**src/rtl/ps2_pkg.sv**
```systemverilog
// Shared constants, FSM state type and parity helper for the PS/2 keyboard-side transmitter.
package ps2_pkg;

  localparam logic [7:0] SC_BREAK       = 8'hF0;
  localparam logic [7:0] SC_LSHIFT      = 8'h12;
  localparam int         PS2_FRAME_BITS = 11;

  typedef enum logic [1:0] {
    IDLE   = 2'd0,
    LOOKUP = 2'd1,
    SEND   = 2'd2,
    GAP    = 2'd3
  } ps2_state_e;

  // Parity bit that makes the count of ones across data+parity odd.
  function automatic logic odd_parity(input logic [7:0] data);
    return ~^data;
  endfunction

endpackage

```
**src/rtl/ascii_to_scancode.sv**
```systemverilog
// ASCII to PS/2 set-2 make code lookup; upper-case letters reuse the lower-case code with shift set.
module ascii_to_scancode
  import ps2_pkg::*;
(
  input  logic [7:0] in_ascii,
  output logic       map_valid,
  output logic       map_shift,
  output logic [7:0] map_code
);

  logic [7:0] lc;

  always_comb begin
    lc        = in_ascii;
    map_valid = 1'b1;
    map_shift = 1'b0;
    map_code  = 8'h00;
    if (in_ascii >= 8'h41 && in_ascii <= 8'h5A) begin
      lc        = in_ascii | 8'h20;
      map_shift = 1'b1;
    end
    case (lc)
      "a": map_code = 8'h1C;
      "b": map_code = 8'h32;
      "c": map_code = 8'h21;
      "d": map_code = 8'h23;
      "e": map_code = 8'h24;
      "f": map_code = 8'h2B;
      "g": map_code = 8'h34;
      "h": map_code = 8'h33;
      "i": map_code = 8'h43;
      "j": map_code = 8'h3B;
      "k": map_code = 8'h42;
      "l": map_code = 8'h4B;
      "m": map_code = 8'h3A;
      "n": map_code = 8'h31;
      "o": map_code = 8'h44;
      "p": map_code = 8'h4D;
      "q": map_code = 8'h15;
      "r": map_code = 8'h2D;
      "s": map_code = 8'h1B;
      "t": map_code = 8'h2C;
      "u": map_code = 8'h3C;
      "v": map_code = 8'h2A;
      "w": map_code = 8'h1D;
      "x": map_code = 8'h22;
      "y": map_code = 8'h35;
      "z": map_code = 8'h1A;
      "0": map_code = 8'h45;
      "1": map_code = 8'h16;
      "2": map_code = 8'h1E;
      "3": map_code = 8'h26;
      "4": map_code = 8'h25;
      "5": map_code = 8'h2E;
      "6": map_code = 8'h36;
      "7": map_code = 8'h3D;
      "8": map_code = 8'h3E;
      "9": map_code = 8'h46;
      " ": map_code = 8'h29;
      8'h0A: map_code = 8'h5A;
      8'h08: map_code = 8'h66;
      default: begin
        map_valid = 1'b0;
        map_shift = 1'b0;
      end
    endcase
  end

endmodule

```
**src/rtl/ascii_to_ps2_tx.sv**
```systemverilog
// Typed-text PS/2 source: character FIFO, make/break sequencer and 11-bit frame serializer.
module ascii_to_ps2_tx
  import ps2_pkg::*;
#(
  parameter int CLK_DIV    = 50,
  parameter int FIFO_DEPTH = 8
) (
  input  logic       clk,
  input  logic       rst,
  input  logic       in_valid,
  output logic       in_ready,
  input  logic [7:0] in_ascii,
  output logic       ps2_clk,
  output logic       ps2_data,
  output logic       busy,
  output logic       unmapped
);

  localparam int AW = $clog2(FIFO_DEPTH);
  localparam int DW = $clog2(2 * CLK_DIV);
  localparam logic [DW-1:0] HALF_LAST = DW'(CLK_DIV - 1);
  localparam logic [DW-1:0] BIT_LAST  = DW'(2 * CLK_DIV - 1);
  localparam logic [3:0]    LAST_BIT  = 4'(PS2_FRAME_BITS - 1);

  // ---------------- character FIFO ----------------
  logic [7:0]  mem_q [FIFO_DEPTH];
  logic [AW:0] wr_ptr_q, rd_ptr_q;
  logic [7:0]  rd_data_q;
  logic        full, empty, push, pop;

  assign empty = (wr_ptr_q == rd_ptr_q);
  assign full  = (wr_ptr_q[AW] != rd_ptr_q[AW]) && (wr_ptr_q[AW-1:0] == rd_ptr_q[AW-1:0]);
  assign push  = in_valid && !full;

  // Head entry is re-read every cycle, so it is ready by the LOOKUP that pops it.
  always_ff @(posedge clk) begin
    if (push) mem_q[wr_ptr_q[AW-1:0]] <= in_ascii;
    rd_data_q <= mem_q[rd_ptr_q[AW-1:0]];
  end

  always_ff @(posedge clk) begin
    if (rst) begin
      wr_ptr_q <= '0;
      rd_ptr_q <= '0;
    end else begin
      if (push) wr_ptr_q <= wr_ptr_q + 1'b1;
      if (pop)  rd_ptr_q <= rd_ptr_q + 1'b1;
    end
  end

  // ---------------- mapping ----------------
  logic       map_valid, map_shift;
  logic [7:0] map_code;

  ascii_to_scancode u_map (
    .in_ascii (rd_data_q),
    .map_valid(map_valid),
    .map_shift(map_shift),
    .map_code (map_code)
  );

  function automatic logic [7:0] seq_byte(input logic shift, input logic [7:0] code,
                                          input logic [2:0] idx);
    logic [7:0] b;
    if (shift) begin
      case (idx)
        3'd0:    b = SC_LSHIFT;
        3'd1:    b = code;
        3'd2:    b = SC_BREAK;
        3'd3:    b = code;
        3'd4:    b = SC_BREAK;
        default: b = SC_LSHIFT;
      endcase
    end else begin
      case (idx)
        3'd0:    b = code;
        3'd1:    b = SC_BREAK;
        default: b = code;
      endcase
    end
    return b;
  endfunction

  // ---------------- sequencer + serializer ----------------
  ps2_state_e    state_q, state_d;
  logic          shift_q, shift_d;
  logic [7:0]    code_q, code_d;
  logic [2:0]    idx_q, idx_d;
  logic [9:0]    frame_q, frame_d;
  logic [3:0]    bit_q, bit_d;
  logic [DW-1:0] div_q, div_d;
  logic          ps2_clk_q, ps2_clk_d;
  logic          ps2_data_q, ps2_data_d;
  logic          unmapped_q, unmapped_d;
  logic          load;
  logic [7:0]    load_byte;

  always_comb begin
    state_d    = state_q;
    shift_d    = shift_q;
    code_d     = code_q;
    idx_d      = idx_q;
    frame_d    = frame_q;
    bit_d      = bit_q;
    div_d      = div_q;
    ps2_clk_d  = ps2_clk_q;
    ps2_data_d = ps2_data_q;
    unmapped_d = 1'b0;
    pop        = 1'b0;
    load       = 1'b0;
    load_byte  = 8'h00;
    case (state_q)
      IDLE: begin
        if (!empty) state_d = LOOKUP;
      end
      LOOKUP: begin
        pop = 1'b1;
        if (!map_valid) begin
          unmapped_d = 1'b1;
          state_d    = IDLE;
        end else begin
          shift_d   = map_shift;
          code_d    = map_code;
          idx_d     = 3'd0;
          load      = 1'b1;
          load_byte = seq_byte(map_shift, map_code, 3'd0);
        end
      end
      SEND: begin
        div_d = div_q + 1'b1;
        if (div_q == HALF_LAST) ps2_clk_d = 1'b0;
        if (div_q == BIT_LAST) begin
          div_d     = '0;
          ps2_clk_d = 1'b1;
          if (bit_q == LAST_BIT) begin
            state_d = GAP;
          end else begin
            bit_d      = bit_q + 4'd1;
            ps2_data_d = frame_q[0];
            frame_d    = {1'b1, frame_q[9:1]};
          end
        end
      end
      GAP: begin
        div_d = div_q + 1'b1;
        if (div_q == BIT_LAST) begin
          div_d = '0;
          if ((shift_q && idx_q == 3'd5) || (!shift_q && idx_q == 3'd2)) begin
            state_d = IDLE;
          end else begin
            idx_d     = idx_q + 3'd1;
            load      = 1'b1;
            load_byte = seq_byte(shift_q, code_q, idx_q + 3'd1);
          end
        end
      end
      default: state_d = IDLE;
    endcase
    // Start bit goes out immediately; frame_d holds data, parity and stop, LSB first.
    if (load) begin
      state_d    = SEND;
      frame_d    = {1'b1, odd_parity(load_byte), load_byte};
      ps2_data_d = 1'b0;
      ps2_clk_d  = 1'b1;
      bit_d      = 4'd0;
      div_d      = '0;
    end
  end

  always_ff @(posedge clk) begin
    if (rst) begin
      state_q    <= IDLE;
      shift_q    <= 1'b0;
      code_q     <= 8'h00;
      idx_q      <= 3'd0;
      frame_q    <= '1;
      bit_q      <= 4'd0;
      div_q      <= '0;
      ps2_clk_q  <= 1'b1;
      ps2_data_q <= 1'b1;
      unmapped_q <= 1'b0;
    end else begin
      state_q    <= state_d;
      shift_q    <= shift_d;
      code_q     <= code_d;
      idx_q      <= idx_d;
      frame_q    <= frame_d;
      bit_q      <= bit_d;
      div_q      <= div_d;
      ps2_clk_q  <= ps2_clk_d;
      ps2_data_q <= ps2_data_d;
      unmapped_q <= unmapped_d;
    end
  end

  assign in_ready = !full;
  assign busy     = !empty || (state_q != IDLE);
  assign ps2_clk  = ps2_clk_q;
  assign ps2_data = ps2_data_q;
  assign unmapped = unmapped_q;

endmodule

```
**config.mk**
```make
export PLATFORM = sky130hd
export DESIGN_NAME = ascii_to_ps2_tx
export DESIGN_NICKNAME = d
export VERILOG_FILES = /design/src/rtl/ps2_pkg.sv /design/src/rtl/ascii_to_scancode.sv /design/src/rtl/ascii_to_ps2_tx.sv
export SDC_FILE = /design/constraint.sdc
export NUM_CORES = 1
export LEC_CHECK = 0
export ABC_AREA = 0
export BUFFER_PORTS_ARGS = -buffer_cell sky130_fd_sc_hd__buf_2
export CORE_MARGIN = 1.5
export CORE_UTILIZATION = 56
export CTS_CLUSTER_DIAMETER = 100
export DETAILED_ROUTE_END_ITERATION = 10
export HOLD_SLACK_MARGIN = 0.1
export MAX_ROUTING_LAYER = met4
export PLACE_DENSITY = 0.76
export RECOVER_POWER = 100
export SETUP_SLACK_MARGIN = 0.5
export SLEW_MARGIN = 0
export SYNTH_ARGS = -nofsm -noshare
export SYNTH_HDL_FRONTEND = slang
export SYNTH_SLANG_ARGS = --single-unit
```
**constraint.sdc**
```tcl
create_clock -name clk -period 3 [get_ports clk]
set_input_delay 0.6 -clock clk [delete_from_list [all_inputs] [get_ports clk]]
set_output_delay 0.6 -clock clk [all_outputs]
set_load 0.01 [all_outputs]
```
==> impl_results.md <==
- Seq/Total Area, Yosys: 0.512
- Gate power share: 0.326
- Syn Inst Count: 526
- DP Cell Count: 689
- Power per cell area: 845 mW/mm^2
- Critical-path maximum fanout: 6
- Post-Route WL: 15100 um
- Syn_area_per_cell: 11.0 um^2
- CTS sink cnt: 116
- Die X: 105 um
- Max cap viols: 1
- Violated checks: max-capacitance violations, max-slew violations
- Internal cell power: 4150 uW
- Site row count: 36
- P&R area growth vs syn: 24.2%
- Syn Nets: 547
- Setup ws final: 0.135 ns
- Total global routing overflow: 0
- WP data required: 3.38 ns
- Worst-Margin Slew: 1.51 ns
- Placer Congestion: 0.959
- Post-synth ARST share: 0
- Post-synth EDFFs: 64
- Core ar.: 0.00991 mm^2
- DRT antenna net count: 0
- Worst-path clk slew: 0.06 ns
- RSZ-0062 raised after global routing: yes
- Post-synthesis simple-gate area fraction: 0.166
- Die H: 105 um
- Fin cells: 735
- Num CTS Buffers: 17
- CP Capture Type: flop
- Met1 Wirelength: 5960 um
- Final-layout fill cell count: 651
- Largest net degree at the start of global routing: 33
- Post-synthesis adder-cell area fraction: 0.0216
- DRC errors left: 0
- IO Port Bufs: 15
- Post-synth top flop: edfxtp_1
- Clock Tree Buf Depth: 2
- Metal3 WL: 976 um
- Diodes inserted: 0
- Via-to-Cell Ratio: 6.24
- H-Tree Depth: 4
- Core Util, Final: 0.726
- DR WL met2: 7900 um
- Final hold vios: 0
- Synth warn: 0
- Slew Viols, Final: 20
- Number of global-route vias before repair: 4531
- Yosys cell types: 63
- DR iter-0 viols: 287
- Worst Setup Path Type: reg2reg
- Reg power frac: 0.323
- Final Skew: 0.0111 ns
- Setup TNS: 0 ns
- Top layer in use: met4
- Switching share of power: 0.316
- Hold WC Path Type: in2reg
- Vias: 4585
- Routed len/inst: 20.6 um
- Hold buffers post-CTS: 0
- CP Launch Type: flop
- Highest-count cells in the layout ignoring fill and taps: edfxtp_1, nor2_1, buf_4
- Worst slack at placement: 0.0491 ns
- Total track usage: 0.296
- NumNets Final: 610
- Worst IR drop on VDD: 598 uV
- DR pass1 iterations: 7
- Clk pwr share: 0.351
- Initial antenna violation count: 0
- Part of the cycle the worst path needs: 0.955
- Commonest non-fill, non-tap cell in the layout: edfxtp_1
- Compound-cell area share of the yosys netlist: 0.123
- Min Clock Period, post-route: 2.87 ns
- Yosys reg bits: 116
- DIE AREA: 0.0110 mm^2
- Max_slew headroom: -0.00901
- Net Switching: 1920 uW
- Fmax: 0.349 GHz
- Multiplexer share of the synthesized area: 0.0951
- CTS tree: done
- Share of cells above drive strength 1: 0.254
- Post-Syn Area: 0.00579 mm^2
- Combinational family with the most area after synthesis: simple AND/OR/NAND/NOR gates
- IO Pins: 16
- Worst endpoint data arrival time: 3.24 ns
- Clk_lat worst skew: 0.51 ns
- Final setup viols: 0
- Detailed placer's ending HPWL: 9090 um
- Lkg Pwr: 0.00251 uW
- Status: finished, violations left
- First-pass GRT wire length: 24000 um
- Post-Synth XOR/XNOR Area: 0.0432
- Initial core utilization: 0.584
- Root buf cell: clkbuf_8
## layout make-up
class	instances	area, um^2	share of cell area
well taps	133	166	0.0231
clock inverters	8	150	0.0209
flip-flops and latches	116	2970	0.412
clock buffers	24	470	0.0654
multi-input cells	360	2790	0.388
repair buffers	85	612	0.0851
inverters	9	37.5	0.00522
## metrics by stage
stage / hold WS, ns / cell area [um^2] / power, uW
after floorplan: 0.436 / 5810 / 3120
after global placement: 0.446 / 6320 / 3650
after detailed placement: 0.450 / 6320 / 3670
after CTS: 0.343 / 7190 / 6000
after global routing: 0.439 / 7190 / 6320
final: 0.432 / 7190 / 6080
## sequential cells by signal, summed over array words and instances (netlist names), named ones only
name	count
idx_q	3
frame_q	9
unmapped	1
mem_q	64
rd_ptr_q	4
state_q	1
shift_q	1
div_q	7
bit_q	4
code_q	7
ps2_clk	1
ps2_data	1
rd_data_q	8
wr_ptr_q	4
## per-layer routing
layer	GRT usage	vias up
met4	0.114	0
met1	0.356	2263
met2	0.489	196
met3	0.0630	31
met5	-	-
li1	-	2095
## power by group through the flow
stage	Sequential (uW)	Combinational (uW)	Clock, uW
6_report	1960	1980	2130
2_1_floorplan	1910	1210	0
5_1_grt	1980	2120	2220
3_5_place_dp	1980	1690	0
4_1_cts	1960	1910	2130
3_3_place_gp	1970	1680	0
## cell families (layout without fill, tap and decap cells)
| group | Yosys count | in the layout |
|---|---|---|
| simple gates | 186 | 186 |
| flops | 116 | 116 |
| compound gates | 103 | 103 |
| buf+inv | 50 | 126 |
| mux | 34 | 34 |
| xor+xnor | 27 | 27 |
| fa+ha+maj | 10 | 10 |
## timing repair
| item | in CTS | in global routing |
|---|---|---|
| cloned | 1 | 0 |
| pin swaps | 14 | 9 |
| buffers inserted | 7 | 6 |
| setup endpoints to repair | 34 | 35 |
| gates resized for setup | 39 | 29 |
## synthesized netlist by cell type, drive strengths merged (10+ instances only)
| cell type | n | share of area |
|---|---|---|
| edfxtp | 64 | 0.33 |
| nor2 | 59 | 0.038 |
| dfxtp | 52 | 0.18 |
| nand2 | 36 | 0.023 |
| a21oi | 24 | 0.021 |
| buf | 22 | 0.021 |
| o21ai | 22 | 0.019 |
| clkbuf | 19 | 0.012 |
| mux4 | 16 | 0.062 |
| nor3 | 16 | 0.014 |
| nand2b | 15 | 0.016 |
| xor2 | 14 | 0.021 |
| xnor2 | 12 | 0.018 |
| ha | 10 | 0.022 |
| mux2i | 10 | 0.017 |
## final timing paths
check / startpoint / cells past startpoint / end / slack, ns
hold / removal: in_ascii[6] / 1 / mem_q[5][6] / 0.43
setup reg to reg: rd_data_q[3] / 10 / frame_q[5] / 0.13
setup / recovery: rd_data_q[3] / 10 / frame_q[5] / 0.13
hold reg to reg: code_q[1] / 2 / code_q[1] / 0.46
## critical path: stages, from the launching register on
cell	delay, ns
dfxtp_2	0.31
or3_1	0.38
or4_1	0.43
o211ai_2	0.09
o221ai_1	0.16
or4_4	0.57
a21o_4	0.26
buf_12	0.14
buf_6	0.11
o31ai_4	0.20
nand2_1	0.08
(Power assumes the default switching activity.)
